$ cat src/rtl/win_scanner.sv
// win_scanner: sequential four-in-a-row detector for a 6x7 board.
// Snapshots the board on request and checks one anchor cell per cycle in
// row-major order, reporting the first winning line and its direction.
// Optional feature macro: WIN_SCAN_AUTO_EN (auto-start on board change).
module win_scanner (
   input  logic                 clk,
   input  logic                 rst,
   input  logic [5:0][6:0][1:0] panel,
   input  logic                 start,
   output logic                 busy,
   output logic                 done,
   output logic                 win_a,
   output logic                 win_b,
   output logic                 on_the_same_row,
   output logic                 on_the_same_column,
   output logic                 diagonal_l_to_r,
   output logic                 diagonal_r_to_l,
   output logic [2:0]           i_win,
   output logic [2:0]           j_win
);

   typedef enum logic [1:0] {S_IDLE = 2'd0, S_SCAN = 2'd1, S_WON = 2'd2} state_t;

   state_t               state_q, state_d;
   logic [5:0]           idx_q, idx_d;
   logic [5:0][6:0][1:0] snap_q, snap_d;
   logic                 busy_q, busy_d;
   logic                 done_q, done_d;
   logic                 win_a_q, win_a_d;
   logic                 win_b_q, win_b_d;
   logic [3:0]           dir_q, dir_d;     // {row, column, l_to_r, r_to_l}
   logic [2:0]           i_q, i_d;
   logic [2:0]           j_q, j_d;

   logic                 trig;
   logic [2:0]           ai, aj;
   logic [1:0]           own_row, own_col, own_lr, own_rl;
   logic                 hit;
   logic [1:0]           hit_own;
   logic [3:0]           hit_dir;

   // Off-board coordinates read as empty so a line running off the edge never wins.
   function automatic logic [1:0] cell_at(input logic [5:0][6:0][1:0] b,
                                          input int r, input int c);
      logic [2:0] rr;
      logic [2:0] cc;
      rr = r[2:0];
      cc = c[2:0];
      if (r < 0 || r > 5 || c < 0 || c > 6) return 2'd0;
      return b[rr][cc];
   endfunction

   // Owner code (1 or 2) when all four cells of the line match, else 0.
   function automatic logic [1:0] line_owner(input logic [5:0][6:0][1:0] b,
                                             input int i, input int j,
                                             input int di, input int dj);
      logic [1:0] c0;
      logic       same;
      c0   = cell_at(b, i, j);
      same = 1'b1;
      for (int k = 1; k < 4; k++) begin
         if (cell_at(b, i + k * di, j + k * dj) != c0) same = 1'b0;
      end
      if (same && (c0 == 2'd1 || c0 == 2'd2)) return c0;
      return 2'd0;
   endfunction

`ifdef WIN_SCAN_AUTO_EN
   // A board that differs from the last snapshot also requests a scan.
   assign trig = start | (panel != snap_q);
`else
   assign trig = start;
`endif

   assign ai = 3'(idx_q / 6'd7);
   assign aj = 3'(idx_q % 6'd7);

   // Evaluate the four candidate lines at the current anchor, skipping ones that do not fit.
   always_comb begin
      own_row = 2'd0;
      own_col = 2'd0;
      own_lr  = 2'd0;
      own_rl  = 2'd0;
      if (aj <= 3'd3)                own_row = line_owner(snap_q, int'(ai), int'(aj), 0, 1);
      if (ai <= 3'd2)                own_col = line_owner(snap_q, int'(ai), int'(aj), 1, 0);
      if (ai <= 3'd2 && aj <= 3'd3)  own_lr  = line_owner(snap_q, int'(ai), int'(aj), 1, 1);
      if (ai <= 3'd2 && aj >= 3'd3)  own_rl  = line_owner(snap_q, int'(ai), int'(aj), 1, -1);
   end

   // Pick one winning direction: row beats column beats l_to_r beats r_to_l.
   always_comb begin
      hit     = 1'b0;
      hit_own = 2'd0;
      hit_dir = 4'b0000;
      if (own_row != 2'd0) begin
         hit = 1'b1; hit_own = own_row; hit_dir = 4'b1000;
      end else if (own_col != 2'd0) begin
         hit = 1'b1; hit_own = own_col; hit_dir = 4'b0100;
      end else if (own_lr != 2'd0) begin
         hit = 1'b1; hit_own = own_lr;  hit_dir = 4'b0010;
      end else if (own_rl != 2'd0) begin
         hit = 1'b1; hit_own = own_rl;  hit_dir = 4'b0001;
      end
   end

   // Next-state logic: WON is terminal until reset.
   always_comb begin
      state_d = state_q;
      case (state_q)
         S_IDLE:  if (trig) state_d = S_SCAN;
         S_SCAN: begin
            if (hit)                   state_d = S_WON;
            else if (idx_q == 6'd41)   state_d = S_IDLE;
         end
         S_WON:   state_d = S_WON;
         default: state_d = S_IDLE;
      endcase
   end

   // Output and datapath next values; everything holds except the done pulse.
   always_comb begin
      busy_d  = busy_q;
      done_d  = 1'b0;
      win_a_d = win_a_q;
      win_b_d = win_b_q;
      dir_d   = dir_q;
      i_d     = i_q;
      j_d     = j_q;
      idx_d   = idx_q;
      snap_d  = snap_q;
      case (state_q)
         S_IDLE: begin
            if (trig) begin
               snap_d = panel;
               idx_d  = 6'd0;
               busy_d = 1'b1;
            end
         end
         S_SCAN: begin
            if (hit) begin
               busy_d  = 1'b0;
               done_d  = 1'b1;
               win_a_d = (hit_own == 2'd1);
               win_b_d = (hit_own == 2'd2);
               dir_d   = hit_dir;
               i_d     = ai;
               j_d     = aj;
            end else begin
               idx_d = idx_q + 6'd1;
               if (idx_q == 6'd41) begin
                  busy_d = 1'b0;
                  done_d = 1'b1;
               end
            end
         end
         default: ;
      endcase
   end

   // State, control and result registers with asynchronous active-low reset.
   always_ff @(posedge clk or negedge rst) begin
      if (!rst) begin
         state_q <= S_IDLE;
         idx_q   <= 6'd0;
         busy_q  <= 1'b0;
         done_q  <= 1'b0;
         win_a_q <= 1'b0;
         win_b_q <= 1'b0;
         dir_q   <= 4'b0000;
         i_q     <= 3'd0;
         j_q     <= 3'd0;
      end else begin
         state_q <= state_d;
         idx_q   <= idx_d;
         busy_q  <= busy_d;
         done_q  <= done_d;
         win_a_q <= win_a_d;
         win_b_q <= win_b_d;
         dir_q   <= dir_d;
         i_q     <= i_d;
         j_q     <= j_d;
      end
   end

`ifdef WIN_SCAN_AUTO_EN
   // Snapshot register; starts all-empty so the first board change triggers a scan.
   always_ff @(posedge clk or negedge rst) begin
      if (!rst) snap_q <= '0;
      else      snap_q <= snap_d;
   end
`else
   // Snapshot register; only meaningful once a scan has been requested.
   always_ff @(posedge clk) begin
      snap_q <= snap_d;
   end
`endif

   assign busy               = busy_q;
   assign done               = done_q;
   assign win_a              = win_a_q;
   assign win_b              = win_b_q;
   assign on_the_same_row    = dir_q[3];
   assign on_the_same_column = dir_q[2];
   assign diagonal_l_to_r    = dir_q[1];
   assign diagonal_r_to_l    = dir_q[0];
   assign i_win              = i_q;
   assign j_win              = j_q;

endmodule

$ cat config.mk
export PLATFORM = sky130hd
export DESIGN_NAME = win_scanner
export DESIGN_NICKNAME = d
export VERILOG_FILES = /design/src/rtl/win_scanner.sv
export SDC_FILE = /design/constraint.sdc
export NUM_CORES = 1
export LEC_CHECK = 0
export ABC_AREA = 1
export BUFFER_PORTS_ARGS = -buffer_cell sky130_fd_sc_hd__buf_4
export CAP_MARGIN = 20
export CORE_ASPECT_RATIO = 1.2
export CORE_MARGIN = 2
export CORE_UTILIZATION = 35
export DETAILED_ROUTE_END_ITERATION = 8
export SLEW_MARGIN = 25
export SYNTH_ARGS = -nofsm -noshare
export SYNTH_HDL_FRONTEND = slang
export SYNTH_SLANG_ARGS = --single-unit
$ cat constraint.sdc
create_clock -name clk -period 6.05 [get_ports clk]
set_input_delay 0.605 -clock clk [delete_from_list [all_inputs] [get_ports clk]]
set_output_delay 0.605 -clock clk [all_outputs]
set_load 0.05 [all_outputs]
# After elaboration in Yosys (flattened, before gate mapping)

Index checks and enable logic that the tools add are counted.

Equal/unequal tests: 28
Divide/modulo/power cells: 2
Magnitude comparators: 36
Reduce and logical (&&, ||, !) cells: 50
Mux-type cells: 170
Add/subtract/negate cells: 10

Operator list:

| operator                                                       | number |
|---|---|
| binary-select mux 14 bit (select 3 bit)                        | 4 |
| two-way mux 2 bit                                              | 78 |
| binary-select mux 2 bit (select 3 bit)                         | 13 |
| two-way mux 1 bit                                              | 64 |
| two-way mux 14 bit                                             | 4 |
| < comparator 3 x 4 -> 1 bit, second input constant             | 11 |
| logical OR 1 bit                                               | 33 |
| > comparator 4 x 3 -> 1 bit, second input constant             | 6 |
| < comparator 4 x 1 -> 1 bit, second input constant             | 6 |
| inequality test 2 bit                                          | 12 |
| adder 3 x 2 -> 4 bit, second input constant                    | 4 |
| > comparator 5 x 4 -> 1 bit, second input constant             | 3 |
| < comparator 5 x 1 -> 1 bit, second input constant             | 3 |
| equality test 2 x 1 -> 1 bit, second input constant            | 6 |
| equality test 2 bit, second input constant                     | 6 |
| two-way mux 6 bit                                              | 2 |
| case mux 6 bit (2 select lines)                                | 1 |
| nonzero test 2 bit                                             | 5 |
| adder 3 x 1 -> 4 bit, second input constant                    | 2 |
| adder 6 x 1 -> 6 bit, second input constant                    | 1 |
| divider 6 x 3 -> 6 bit, second input constant                  | 1 |
| equality test 6 bit, second input constant                     | 1 |
| > comparator 3 bit, second input constant                      | 2 |
| less-or-equal comparator 3 x 2 -> 1 bit, second input constant | 2 |
| other kinds (16)                                               | 26 |

Output and inout bits: 14
Logic and storage cells: 347
Register bits after elaboration: 106

# Logic depth before layout (Yosys ltp)

Gate-level depths: netlist of run 1.

Depth after elaboration: 27
Gate-level depth with buffers: 47
Mapped depth without buffers: 40

# Worst setup path after synthesis of run 1

Ideal clock, no wire load.

Path type: flip-flop to flip-flop
Start point: register idx_q[5]
End point: register dir_q[3]
Setup time: 113 ps
Data arrival time: 4894 ps
Buffers on the path: 6
Cell stages (with the launch flop): 44
Setup slack: 1043 ps
Cells stage by stage: dfrtp_1 buf_2 nor2_1 nand2_1 nand2_1 buf_6 nand2_4 nand2_2 inv_1 ha_1 nand3_2 nand3_2 xor2_1 ha_1 nand3_2 buf_2 nand3_1 nand2_2 [... 8 more ...] nand2_1 a21oi_1 nand2_1 nor2_1 inv_1 nand2_1 nand3_1 nor2_1 nand3_2 nand2_1 nor2_1 nand2_2 nand2_4 nand2_2 buf_6 nand2_1 nand2_1 inv_1

Word-level cells in the longest chain between the ends: 26
Elaborated cells on any way between the ends: 236
Classes of those cells: 9 x add/sub; 2 x div; 25 x order compare; 20 x eq/ne; 136 x mux; 44 x reduce/logical

RTL lines:

| item                                                                       | line | text |
|---|---|---|
| from (decl)                                                                | 25   | `logic [5:0] idx_q, idx_d;` |
| from (signal assigned)                                                     | 174  | `idx_q <= idx_d;` |
| divider 6 x 3 -> 6 bit *                                                   | 75   | `assign ai = 3'(idx_q / 6'd7);` |
| via ai[2]                                                                  | 36   | `logic [2:0] ai, aj;` |
| adder 3 x 1 -> 4 bit                                                       | 62   | `if (cell_at(b, i + k * di, j + k * dj) != c0) same = 1'b0;` |
| < comparator 4 x 1 -> 1 bit or > comparator 4 x 3 -> 1 bit (tied branches) | 49   | `if (r < 0 \|\| r > 5 \|\| c < 0 \|\| c > 6) return 2'd0;` |
| logical OR 1 bit (3 in series)                                             | 49   |  |
| two-way mux 1 bit                                                          | 49   |  |
| two-way mux 1 bit                                                          | 87   | `if (ai <= 3'd2 && aj >= 3'd3) own_rl = line_owner(snap_q, int'(ai), int'(aj), 1, -1);` |
| two-way mux 2 bit                                                          | 50   | `return b[rr][cc];` |
| [... 9 more ...]                                                           | -    |  |
| two-way mux 2 bit                                                          | 65   | `return 2'd0;` |
| two-way mux 2 bit                                                          | 87   |  |
| nonzero test 2 bit                                                         | 101  | `end else if (own_rl != 2'd0) begin` |
| two-way mux 1 bit                                                          | 101  |  |
| two-way mux 1 bit                                                          | 99   | `end else if (own_lr != 2'd0) begin` |
| two-way mux 1 bit                                                          | 97   | `end else if (own_col != 2'd0) begin` |
| two-way mux 1 bit                                                          | 95   | `if (own_row != 2'd0) begin` |
| AND reduction 2 bit (no source line)                                       | -    |  |
| to (signal assigned)                                                       | 179  | `dir_q <= dir_d;` |
| to (decl)                                                                  | 31   | `logic [3:0] dir_q, dir_d;` |

The timed path passes the listed nets; every way through them passes the cells marked *. The select of a mux whose other input is x is not followed.
A chain may end at the register's enable or synchronous reset.

# Worst setup path in the final report of run 1

Start point: register idx_q[2]
End point: register i_q[0] (netlist: i_win[0])

Word-level cells in the longest chain between the ends: 26
Elaborated cells on any way between the ends: 235
Classes of those cells: 9 x add/sub; 2 x div; 25 x order compare; 20 x eq/ne; 135 x mux; 44 x reduce/logical

RTL lines:

| item                                                                                   | line | text |
|---|---|---|
| parallel branches: the longest is 26 deep, another holds remainder unit 6 x 3 -> 6 bit | -    |  |
| to (signal assigned)                                                                   | 180  | `i_q <= i_d;` |
| to (decl)                                                                              | 32   | `logic [2:0] i_q, i_d;` |

Parallel ways; which one is timed is not known. The select of a mux whose other input is x is not followed.

==> impl_metrics.env, run 1 <==
export IMPL_detail_route_vias_per_cell=5.46
export IMPL_combPwrFrac=0.532
export IMPL_clkLatencyLatePin_ns=0.38
export IMPL_leakagePower_nw=5.12
export IMPL_design_area_um2=10400
export IMPL_areaGrowthSynthToFinish_pct=14.5
export IMPL_grtUsageTotal=0.240
export IMPL_dp_slack_ns=0.397
export IMPL_avgRoutedWirePerCell_um=18.3
export IMPL_hp_class="primary input to asynchronous set/reset pin"
export IMPL_path_buf_inv=7
export IMPL_cts_tree="yes"
export IMPL_vias=9681
export IMPL_critPathMaxFanout=14
export IMPL_p_int_mw=1.91
export IMPL_swShare=0.478
export IMPL_p_per_area_nw_per_um2=351
export IMPL_p_total_mw=3.65
export IMPL_drc=0
export IMPL_place_area_um2=10100
export IMPL_r2r_start="idx_q[2]"
export IMPL_endpoint_kind="flop"
export IMPL_dr_pass1_iters=6
export IMPL_drt_iter0_markers=873
export IMPL_period_share=0.918
export IMPL_gp_congestion=1.04
export IMPL_top_usage_layer="met2"
export IMPL_dpl_hpwl_um=24600
export IMPL_chipWidth_um=151
export IMPL_peakVddDrop_mv=0.219
export IMPL_cts_sinks=106
export IMPL_pin_count=101
export IMPL_use_met2=0.389
export IMPL_syn_num_nets=1474
export IMPL_setup_tns_final_ns=0
export IMPL_die_y_um=181
export IMPL_synth_area_top_cells="edfxtp_1, nand3_1, nand2_1, dfrtp_1, inv_1"
export IMPL_worstMarginPinSlew_ns=0.974
export IMPL_antenna_cells=0
export IMPL_crit_family="simple AND/OR/NAND/NOR gates"
export IMPL_nets=1550
export IMPL_reg2reg_depth=37
export IMPL_start_util=0.356
export IMPL_root_buffer="clkbuf_16"
export IMPL_io_buffers=100
export IMPL_dp_cells=1758
export IMPL_grt_max_degree=88
export IMPL_status="completed"
export IMPL_final_cell_count_no_fill=1774
export IMPL_die_area_um2=27300
export IMPL_post_cts_buffers=0
export IMPL_synth_edf_count=84
export IMPL_max_cap_viol_count=0
export IMPL_cts_buffer_depth=2
export IMPL_cp_common_cell="nand2_1"
export IMPL_setup_violations=0
export IMPL_clk_pin_slew_worst_paths_ns=0.08
export IMPL_p_sw_mw=1.74
export IMPL_hold_violations=0
export IMPL_met3_usage=0.0344
export IMPL_grt_pass1_vias=9169
export IMPL_whs_ns=0.103
export IMPL_cts_buffers=9
export IMPL_use_met1=0.317
export IMPL_num_fill_cells=2714
export IMPL_core_um2=25500
export IMPL_crit_arrival_ns=5.82
export IMPL_drive_above_1_share=0.132
export IMPL_ant_nets=0
export IMPL_final_max_slew_viol_count=0
export IMPL_syn_inst=1363
export IMPL_synth_top_area_cell="edfxtp_1"
export IMPL_crit_slowest_cell="nor2_1"
export IMPL_syn_cell_area_um2=9090
export IMPL_timing_fmax_ghz=0.180
export IMPL_power_frac_seq=0.288
export IMPL_clock_skew_ns=0.0123
export IMPL_yosysSeqAreaShare=0.338
export IMPL_synthArstFlopShare=0.208
export IMPL_grt_antenna_before_repair=0
export IMPL_finalCriticalPeriod_ns=5.55
export IMPL_path_depth=37
export IMPL_htree_num_levels=3
export IMPL_rows=64
export IMPL_yosys_warnings=0
export IMPL_ys_types=34
export IMPL_drt_total_wl_um=32500
export IMPL_synth_seq_cells=106
export IMPL_fin_util=0.407
export IMPL_path_class="flop to flop"
export IMPL_reg2reg_slack_ns=0.50
export IMPL_postSynthAreaPerCell_um2=6.67
export IMPL_p_clk_frac=0.180
export IMPL_rsz0062_at_grt="false"
export IMPL_setup_slack_ns=0.498
export IMPL_yosys_area_top_type_share=0.278
export IMPL_overflow=0
export IMPL_slew_headroom=0.351
export IMPL_r2r_end="i_win[0]"
export IMPL_worstSetupStartpointType="flop"
export IMPL_synthFlopType="edfxtp_1"
export IMPL_crit_path_max_incr_delay_ns=0.54
export IMPL_required_ns=6.32
export IMPL_grt_pass1_wl_um=50200
[layout by cell type (no fill, tap or decap), types with 9 or more instances in the layout]
cell type and instances:
inv_2 9, nand3_1 397, a21oi_1 16, nand2_1 417
ha_1 24, inv_1 117, nand3b_1 27, nor2_1 86
nand4_1 25, edfxtp_1 84, dfrtp_1 20, clkbuf_16 9
buf_4 130, o21ai_1 9, nand2_2 12, o21ai_0 11
[sequential cells by signal, indices dropped and copies added, names as in the netlist]
name     flops
busy         1
done         1
state_q      2
idx_q        6
win_a        1
snap_q      84
win_b        1
j_win        3
i_win        3
dir_q        4
[per-layer routing]
metal  vias to the layer above  share of wire
li1                       4698              -
met1                      4495           0.42
met4                         0          0.039
met3                        75          0.064
met2                       413           0.48
met5                         -              0
[worst max-delay path by stage]
| stage | slack [ns] | to | start |
|---|---|---|---|
| after global routing | 0.005 | i_win[0] | idx_q[2] |
| after floorplan | 1.04 | dir_q[3] | idx_q[5] |
| after global placement | 0.50 | state_q[1] | idx_q[2] |
| after CTS | 0.39 | win_b | idx_q[2] |
| after detailed placement | 0.40 | win_b | idx_q[2] |
| final | 0.50 | i_win[0] | idx_q[2] |
[cells in the mapped netlist (all sizes together), types with 6 or more instances]
library cell    n
a21oi          19
nor2           94
nand3b         27
o21ai          20
nand3         402
nand4          26
inv           127
clkbuf         12
buf            53
xor2            6
ha             24
dfrtp          22
nand2         433
edfxtp         84
[timing repair]
item	4_1_cts	5_1_grt
hold buffers	0	0
setup endpoints to repair	0	16
resized for setup	0	2
[kinds of logic (layout without fill, tap and decap cells)]
family / after synthesis / count (layout) / synth area share
and+or+nand+nor: 988 / 988 / 0.497
buffers and inverters: 195 / 276 / 0.0990
DFF: 106 / 106 / 0.338
AOI/OAI and AO/OA: 42 / 42 / 0.0252
adders and majority gates: 24 / 24 / 0.0330
xor gates and xnor gates: 8 / 8 / 0.00771
[power by group through the flow]
stage | Sequential, mW | Clock, mW | Combinational [mW]
finish | 1.05 | 0.656 | 1.94
global route | 1.07 | 0.696 | 2.15
CTS | 1.05 | 0.670 | 1.92
detailed placement | 1.07 | 0 | 1.91
global placement | 1.07 | 0 | 1.92
floorplan | 1.14 | 0 | 1.27
[worst register-to-register path: cells and delay by family (launching register included)]
family                   cells  cell delay [ns]
adder cells (fa/ha/maj)      4             0.89
flip-flops                   1             0.48
buffers and inverters        7             0.81
AO/OA/AOI/OAI                1             0.11
AND/OR/NAND/NOR             24             3.00
XOR/XNOR                     1             0.17
[area by class of cell]
class	instances	area, µm²	area share
multi-input combinational	1062	5120	0.492
sequential	106	3080	0.296
inverter	130	489	0.0470
clock inverter	7	100	0.00962
timing repair buffer	130	976	0.0938
clock buffer	9	225	0.0217
tap	330	413	0.0397
Power figures use the tool's default switching activity.
==> run 2: changes to the inputs <==
Settings changed: PLACE_DENSITY_LB_ADDON from default to 0.15.
==> run 2 against run 1 <==
  * Register-to-register slack improved by 0.14 ns
  * First-iteration DRC count increased by 21%
  * Largest cell class unchanged
  * Die area did not move
  * Core utilization increased by 0.21 points
  * Critical path type unchanged
==> impl_metrics.env, run 2 (synthesis gave the netlist of run 1 again) <==
export IMPL_period_share=0.894
export IMPL_p_per_area_nw_per_um2=351
export IMPL_cts_tree="yes"
export IMPL_worstMarginPinSlew_ns=0.907
export IMPL_num_fill_cells=2720
export IMPL_setup_worst_path_start="idx_q[5]"
export IMPL_crit_arrival_ns=5.68
export IMPL_power_frac_seq=0.286
export IMPL_hold_violations=0
export IMPL_cp_common_cell="nand2_1"
export IMPL_pin_count=101
export IMPL_htree_num_levels=3
export IMPL_dpl_hpwl_um=25300
export IMPL_peakVddDrop_mv=0.159
export IMPL_worstSetupStartpointType="flop"
export IMPL_timing_fmax_ghz=0.185
export IMPL_clk_pin_slew_worst_paths_ns=0.08
export IMPL_clkLatencyLatePin_ns=0.37
export IMPL_drc=0
export IMPL_slew_headroom=0.395
export IMPL_crit_path_max_incr_delay_ns=0.48
export IMPL_regMostFlops="snap_q"
export IMPL_die_area_um2=27300
export IMPL_clock_skew_ns=0.00883
export IMPL_p_total_mw=3.67
export IMPL_setup_tns_final_ns=0
export IMPL_overflow=0
export IMPL_rows=64
export IMPL_design_area_um2=10500
export IMPL_largest_reg_flops=84
export IMPL_detail_route_vias_per_cell=5.41
export IMPL_crit_slowest_cell="dfrtp_1"
export IMPL_largest_registers="snap_q: 84 flops, idx_q: 6 flops, dir_q: 4 flops"
export IMPL_io_buffers=100
export IMPL_p_sw_mw=1.76
export IMPL_gp_congestion=0.982
export IMPL_r2r_start="idx_q[5]"
export IMPL_vias=9602
export IMPL_grt_pass1_wl_um=52100
export IMPL_hp_class="primary input to asynchronous set/reset pin"
export IMPL_antenna_cells=0
export IMPL_required_ns=6.32
export IMPL_grt_antenna_before_repair=0
export IMPL_areaGrowthSynthToFinish_pct=15.0
export IMPL_final_max_slew_viol_count=0
export IMPL_nets=1552
export IMPL_swShare=0.480
export IMPL_status="completed"
export IMPL_place_area_um2=10100
export IMPL_grtUsageTotal=0.250
export IMPL_postCtsHoldBufs=0
export IMPL_max_cap_viol_count=0
export IMPL_dr_pass1_iters=7
export IMPL_rsz0062_at_grt="false"
export IMPL_core_um2=25500
export IMPL_drt_total_wl_um=33300
export IMPL_critPathMaxFanout=12
export IMPL_start_util=0.356
export IMPL_grt_max_degree=90
export IMPL_root_buffer="clkbuf_16"
export IMPL_path_class="flop to flop"
export IMPL_final_common_cell="nand2_1"
export IMPL_fin_util=0.409
export IMPL_cts_sinks=106
export IMPL_setup_violations=0
export IMPL_p_clk_frac=0.179
export IMPL_combPwrFrac=0.535
export IMPL_die_y_um=181
export IMPL_cts_buffers=9
export IMPL_endpoint_kind="flop"
export IMPL_chipWidth_um=151
export IMPL_layout_common_cells="nand2_1, nand3_1, buf_4"
export IMPL_drt_iter0_markers=1054
export IMPL_whs_ns=0.108
export IMPL_finalCriticalPeriod_ns=5.41
export IMPL_grt_pass1_vias=9324
export IMPL_cts_buffer_depth=2
export IMPL_p_int_mw=1.91
export IMPL_leakagePower_nw=5.14
export IMPL_drive_above_1_share=0.138
export IMPL_avgRoutedWirePerCell_um=18.8
export IMPL_ant_nets=0
[run 2: changes by cell type in the layout (fill, tap and decap cells not counted), sizes merged]
cell	change
buf	+2
clkinv	-1
inv	+1
[run 2: critical path, delay by kind of cell (launching register included)]
family,cells,cell delay (ns)
XOR/XNOR,1,0.17
buffers and inverters,5,0.85
flip-flops,1,0.48
AND/OR/NAND/NOR,27,2.92
AO/OA/AOI/OAI,1,0.13
adder cells (fa/ha/maj),3,0.73
[run 2: per-stage QoR]
stage               setup WS [ns]  cells
floorplan                    1.04   1363
global placement            0.172   1756
detailed placement         0.0685   1756
CTS                        0.0256   1772
global route               0.0336   1776
finish                      0.641   1776
[run 2: final timing paths]
check                              to  slack [ns]  cells past startpoint
max in group asynchronous    idx_q[3]        5.70                      1
min in group clk           snap_q[61]        0.40                      1
min                          idx_q[4]        0.11                      1
min reg2reg                  j_win[1]        0.48                      2
max                          dir_q[1]        0.64                     37
max reg2reg                  dir_q[1]        0.64                     37
[run 2: power groups by stage]
stage               registers, mW  logic (mW)  clock network, mW
CTS                          1.05        1.94              0.676
global route                 1.07        2.18              0.704
global placement             1.07        1.94                  0
finish                       1.05        1.97              0.658
floorplan                    1.14        1.27                  0
detailed placement           1.07        1.93                  0
[run 2: routing by layer]
layer | part of all wire | track usage
met5 | 0 | 0
met4 | 0.045 | 0.120
met3 | 0.056 | 0.0314
met2 | 0.48 | 0.408
met1 | 0.42 | 0.327
[run 2: layout make-up]
type                    instances  area (µm²)  share of cell area
inverters                     130         493              0.0472
clock buffers                   9         225              0.0215
flip-flops and latches        106        3080               0.294
well taps                     330         413              0.0395
multi-input cells            1062        5160               0.494
clock inverters                 7        96.3             0.00921
repair buffers                132         991              0.0948
[run 2: what timing repair did]
action                     in CTS  in global routing
gates resized for setup         0                 10
buffers inserted                0                  4
setup endpoints to repair       0                 22
